### src/rtl/touch_key_pkg.sv
// touch_key_pkg: decoder FSM state encoding, vending key codes and a compile-time max helper
package touch_key_pkg;
  typedef enum logic [1:0] {IDLE, DEBOUNCE, PRESSED, RELEASE} state_t;
  localparam logic [3:0] KEY_CONFIRM = 4'd14;
  localparam logic [3:0] KEY_CANCEL = 4'd15;
  function automatic int max2(input int a, input int b);
    return a > b ? a : b;
  endfunction
endpackage

### src/rtl/touch_key_hitmap.sv
// touch_key_hitmap: combinational (i_x, i_y) -> o_hit and o_code = row*KEY_COLS+col, via 17-bit comparator chains
module touch_key_hitmap #(
  parameter logic [15:0] KEY_X0 = 16'd80,
  parameter logic [15:0] KEY_Y0 = 16'd120,
  parameter logic [15:0] KEY_W = 16'd160,
  parameter logic [15:0] KEY_H = 16'd80,
  parameter int KEY_COLS = 4,
  parameter int KEY_ROWS = 4
) (
  input  logic [15:0] i_x,
  input  logic [15:0] i_y,
  output logic        o_hit,
  output logic [3:0]  o_code
);
  logic [16:0] w_x, w_y;
  logic [1:0] w_col, w_row;
  assign w_x = {1'b0, i_x};
  assign w_y = {1'b0, i_y};
  assign o_hit = w_x >= 17'(KEY_X0) && w_x < 17'(KEY_X0) + 17'(KEY_COLS) * 17'(KEY_W) &&
                 w_y >= 17'(KEY_Y0) && w_y < 17'(KEY_Y0) + 17'(KEY_ROWS) * 17'(KEY_H);
  always_comb begin
    w_col = '0;
    w_row = '0;
    for (int n = 1; n < KEY_COLS; n++)
      if (w_x >= 17'(KEY_X0) + 17'(n) * 17'(KEY_W)) w_col = w_col + 2'd1;
    for (int n = 1; n < KEY_ROWS; n++)
      if (w_y >= 17'(KEY_Y0) + 17'(n) * 17'(KEY_H)) w_row = w_row + 2'd1;
  end
  assign o_code = 4'(int'(w_row) * KEY_COLS + int'(w_col));
endmodule

### src/rtl/touch_key_decoder.sv
// touch_key_decoder: touch_valid/data{X,Y} -> debounced single-shot key_valid pulse, key_code, key_held
module touch_key_decoder
  import touch_key_pkg::*;
#(
  parameter logic [15:0] KEY_X0 = 16'd80,
  parameter logic [15:0] KEY_Y0 = 16'd120,
  parameter logic [15:0] KEY_W = 16'd160,
  parameter logic [15:0] KEY_H = 16'd80,
  parameter int KEY_COLS = 4,
  parameter int KEY_ROWS = 4,
  parameter int STABLE_CYC = 500000,
  parameter int RELEASE_CYC = 1000000
) (
  input  logic        clk,
  input  logic        rst,
  input  logic        touch_valid,
  input  logic [31:0] data,
  output logic        key_valid,
  output logic [3:0]  key_code,
  output logic        key_held
);
  localparam int CMAX = max2(STABLE_CYC, RELEASE_CYC);
  localparam int CW = $clog2(CMAX + 1);
  localparam logic [CW-1:0] C_MAX = CW'(CMAX);
  localparam logic [CW-1:0] C_ST = CW'(STABLE_CYC);
  localparam logic [CW-1:0] C_RL = CW'(RELEASE_CYC);
  state_t r_state, w_state;
  logic r_tv, r_fire, w_fire, w_hit;
  logic [15:0] r_x, r_y;
  logic [3:0] r_cand, w_cand, r_code, w_code;
  logic [CW-1:0] r_cnt, w_cnt, w_inc;
  touch_key_hitmap #(
    .KEY_X0(KEY_X0), .KEY_Y0(KEY_Y0), .KEY_W(KEY_W), .KEY_H(KEY_H),
    .KEY_COLS(KEY_COLS), .KEY_ROWS(KEY_ROWS)
  ) u_hitmap (
    .i_x(r_x),
    .i_y(r_y),
    .o_hit(w_hit),
    .o_code(w_code)
  );
  assign w_inc = r_cnt == C_MAX ? r_cnt : r_cnt + CW'(1);
  always_ff @(posedge clk or posedge rst) begin
    if (rst) begin
      r_tv <= 1'b0;
      r_x <= '0;
      r_y <= '0;
      r_state <= IDLE;
      r_cnt <= '0;
      r_cand <= '0;
      r_fire <= 1'b0;
      r_code <= '0;
    end else begin
      r_tv <= touch_valid;
      r_x <= data[31:16];
      r_y <= data[15:0];
      r_state <= w_state;
      r_cnt <= w_cnt;
      r_cand <= w_cand;
      r_fire <= w_fire;
      if (w_fire) r_code <= w_cand;
    end
  end
  // a count reaching its threshold is resolved in the same cycle it is formed, so the
  // pulse/release lands exactly STABLE_CYC/RELEASE_CYC samples after the first one
  always_comb begin
    w_state = r_state;
    w_cnt = r_cnt;
    w_cand = r_cand;
    w_fire = 1'b0;
    case (r_state)
      IDLE:
        if (r_tv && w_hit) begin
          w_cand = w_code;
          w_cnt = CW'(1);
          w_state = DEBOUNCE;
        end
      DEBOUNCE:
        if (!(r_tv && w_hit)) begin
          w_cnt = '0;
          w_state = IDLE;
        end else if (w_code != r_cand) begin
          w_cand = w_code;
          w_cnt = CW'(1);
        end else w_cnt = w_inc;
      PRESSED:
        if (!r_tv) begin
          w_cnt = CW'(1);
          w_state = RELEASE;
        end
      default:
        if (r_tv) begin
          w_cnt = '0;
          w_state = PRESSED;
        end else w_cnt = w_inc;
    endcase
    if (w_state == DEBOUNCE && w_cnt >= C_ST) begin
      w_fire = 1'b1;
      w_cnt = '0;
      w_state = PRESSED;
    end
    if (w_state == RELEASE && w_cnt >= C_RL) begin
      w_cnt = '0;
      w_state = IDLE;
    end
  end
  always_comb begin
    key_valid = r_fire;
    key_code = r_code;
    key_held = r_state == PRESSED || r_state == RELEASE;
  end
endmodule
### config.mk
export PLATFORM = sky130hd
export DESIGN_NAME = touch_key_decoder
export DESIGN_NICKNAME = d
export VERILOG_FILES = /design/src/rtl/touch_key_pkg.sv /design/src/rtl/touch_key_hitmap.sv /design/src/rtl/touch_key_decoder.sv
export SDC_FILE = /design/constraint.sdc
export NUM_CORES = 1
export LEC_CHECK = 0
export CORE_MARGIN = 10
export CORE_UTILIZATION = 56
export CTS_CLUSTER_DIAMETER = 100
export CTS_CLUSTER_SIZE = 24
export DETAILED_ROUTE_END_ITERATION = 8
export GPL_ROUTABILITY_DRIVEN = 1
export GPL_TIMING_DRIVEN = 0
export PLACE_DENSITY = 0.91
export SYNTH_ARGS = -nofsm -noshare
export SYNTH_HDL_FRONTEND = slang
export SYNTH_HIERARCHICAL = 1
export SYNTH_SLANG_ARGS = --single-unit
export TNS_END_PERCENT = 20
### constraint.sdc
create_clock -name clk -period 4.7 [get_ports clk]
set_input_delay 0.94 -clock clk [delete_from_list [all_inputs] [get_ports clk]]
set_output_delay 0.94 -clock clk [all_outputs]
set_load 0.01 [all_outputs]
==> flow_metrics.tcl <==
set metrics [dict create \
    fp-row-count 27 \
    die_area_um2 9090 \
    place_congestion 0.943 \
    layout.nets 425 \
    critPathArrivalTime_ps 4700 \
    critPathCaptureType "flip-flop" \
    grt-ovfl-total 0 \
    worst-setup-path-type "reg2reg" \
    area_delta_synth_final_pct 19.9 \
    startpoint_type "flip-flop" \
    ir_worst_vdd_v 0.000215 \
    ant_nets 0 \
    grt_pass1_wl_mm 13.3 \
    track_usage_pct 18.5 \
    grtUsageMet3_pct 6.60 \
    first_global_vias 2907 \
    tns_ps 0 \
    dp_hpwl_mm 5.75 \
    report.final.slew_viol_count 0 \
    comb_power_share_pct 4.5 \
    clk_path_buf_depth 2 \
    drive_gt1_share_pct 11.9 \
    leakagePower_nw 1.59 \
    place_ws_ps 124 \
    path_max_fanout 10 \
    worst_pin_slew_ps 566 \
    antenna_found_initial 0 \
    seq_power_share_pct 54.5 \
    internal-power_mw 0.730 \
    syn_area_um2 3180 \
    powerDensity_nw_per_um2 247 \
    setup_viol 0 \
    clock.fmax_ghz 0.224 \
    fin_util_pct 69.2 \
    wirelength_mm 8.04 \
    met2_usage_pct 30.4 \
    port_buffers 33 \
    cap_violations 0 \
    grtUsageMet1_pct 21.4 \
    cts_tree "built" \
    die_height_um 95.3 \
    clock-sinks 57 \
    vias_per_cell 6.34 \
    cp.required_ps 4920 \
    power.share.clock_pct 41.0 \
    hold_buffers 0 \
    area.sequential_um2 1430 \
    worst_slack_ps 228 \
    multiInputGateArea_um2 1610 \
    syn_nets 378 \
    grt_busiest_layer "met2" \
    root_buffer "clkbuf_8" \
    clkTransAtPathRegs_ps 60 \
    status "complete, no violations" \
    skew_ps 12.2 \
    drt_first_pass_iters 5 \
    drt_iter0_drc 304 \
    wl_per_cell_um 17.5 \
    cts_buffers 9 \
    cts_max_level 3 \
    synthCells 337 \
    synth.avg_cell_area_um2 9.43 \
    relSlewSlack_pct 62.3 \
    hp-class "reg2reg" \
    p_sw_share_pct 22.3 \
    die_w_um 95.3 \
    rsz0062_at_grt "no" \
    fillCellCount 425 \
    yosysWarnings 6 \
    num_vias 2916 \
    period_minus_slack_ps 4470 \
    drc 0 \
    period_share_pct 95.2 \
    fin_total_pwr_mw 0.939 \
    finalHoldViolCount 0 \
    grt_max_degree 47 \
    diodes 0 \
    switching_power_mw 0.210 \
    ios 41 \
    core_region_area_um2 5510 \
    initial_core_util_pct 57.7 \
    worst_skew_pair.late_latency_ps 340 \
]
cell type report:
type / count / area share (%)
Tap cell: 72 / 2.36
Inverter: 12 / 1.18
Clock inverter: 3 / 0.460
Clock buffer: 12 / 3.81
Buffer: 19 / 2.79
Timing Repair Buffer: 36 / 9.59
Sequential cell: 57 / 37.4
Multi-Input combinational cell: 249 / 42.4
flip-flops by register name (all words and copies together), names as in the netlist:
signal     flops
key_code       4
r_x           12
r_y           13
r_tv           1
key_valid      1
r_cand         4
r_state        2
r_cnt         20
routing by layer:
metal / share of wire [%] / vias to the layer above
met5: 0 / -
met1: 41 / 1396
met2: 48 / 156
met4: 2.5 / 0
li1: - / 1344
met3: 8.5 / 20
per-stage QoR:
stage | cells | hold slack (ps) | cell area (um2)
after floorplan | 337 | 467 | 3180
after global placement | 442 | 480 | 3600
after detailed placement | 443 | 496 | 3620
after CTS | 458 | 510 | 3780
after global routing | 460 | 533 | 3810
final | 460 | 504 | 3810
worst max-delay path, cell delays in order (launching register included):
cell,delay [ps]
dfrtp_1,360
nor4_1,350
nand2_1,190
or3_1,410
inv_1,70
ha_1,230
xnor2_1,330
xnor2_1,160
nand4_1,240
o21a_1,330
clkbuf_1,310
a211oi_2,360
a21oi_1,160
a211oi_4,470
mux2_2,390
power by group through the flow:
stage	clock, mW	combinational, mW	sequential, mW
finish	0.385	0.0423	0.512
detailed placement	0	0.0432	0.520
global route	0.419	0.0467	0.512
floorplan	0	0.0150	0.518
global placement	0	0.0400	0.519
CTS	0.391	0.0433	0.511
final timing paths:
check                      startpoint           to  slack, ps  cells after the start
max                           r_x[14]  key_code[3]        230                     14
min                         r_cand[2]    r_cand[2]        500                      2
max reg2reg                   r_x[14]  key_code[3]        230                     14
min reg2reg                 r_cand[2]    r_cand[2]        500                      2
max in group asynchronous         rst  key_code[1]       3330                      3
min in group asynchronous         rst    r_cnt[13]        850                      2
cell usage in the layout, fill, tap and decap left out, drive strengths merged, types with 2 or more instances in the layout:
cell	instances
buf	16
a2111oi	3
a41oi	3
nor3	18
a211oi	11
dfrtp	57
nand4b	3
or3	4
and4	3
o31ai	3
inv	12
clkdlybuf4s50	33
o21a	2
and2	4
nand4	7
clkinv	2
nor4bb	2
o211a	3
nand3	11
a22o	2
a31oi	8
ha	6
nor4b	5
nand2	44
and3	7
xnor2	7
mux2i	2
o41ai	2
o311a	2
clkbuf	18
a311oi	2
o21ai	22
nand3b	3
nor2	20
mux2	4
nor4	7
xor2	2
a21oi	12
timing repair:
item | CTS | global route
setup endpoints to repair | 0 | 27
setup buffers | 0 | 2
endpoints found under the hold margin | 0 | 0
resized for setup | 0 | 3
Power figures use the tool's default switching activity.
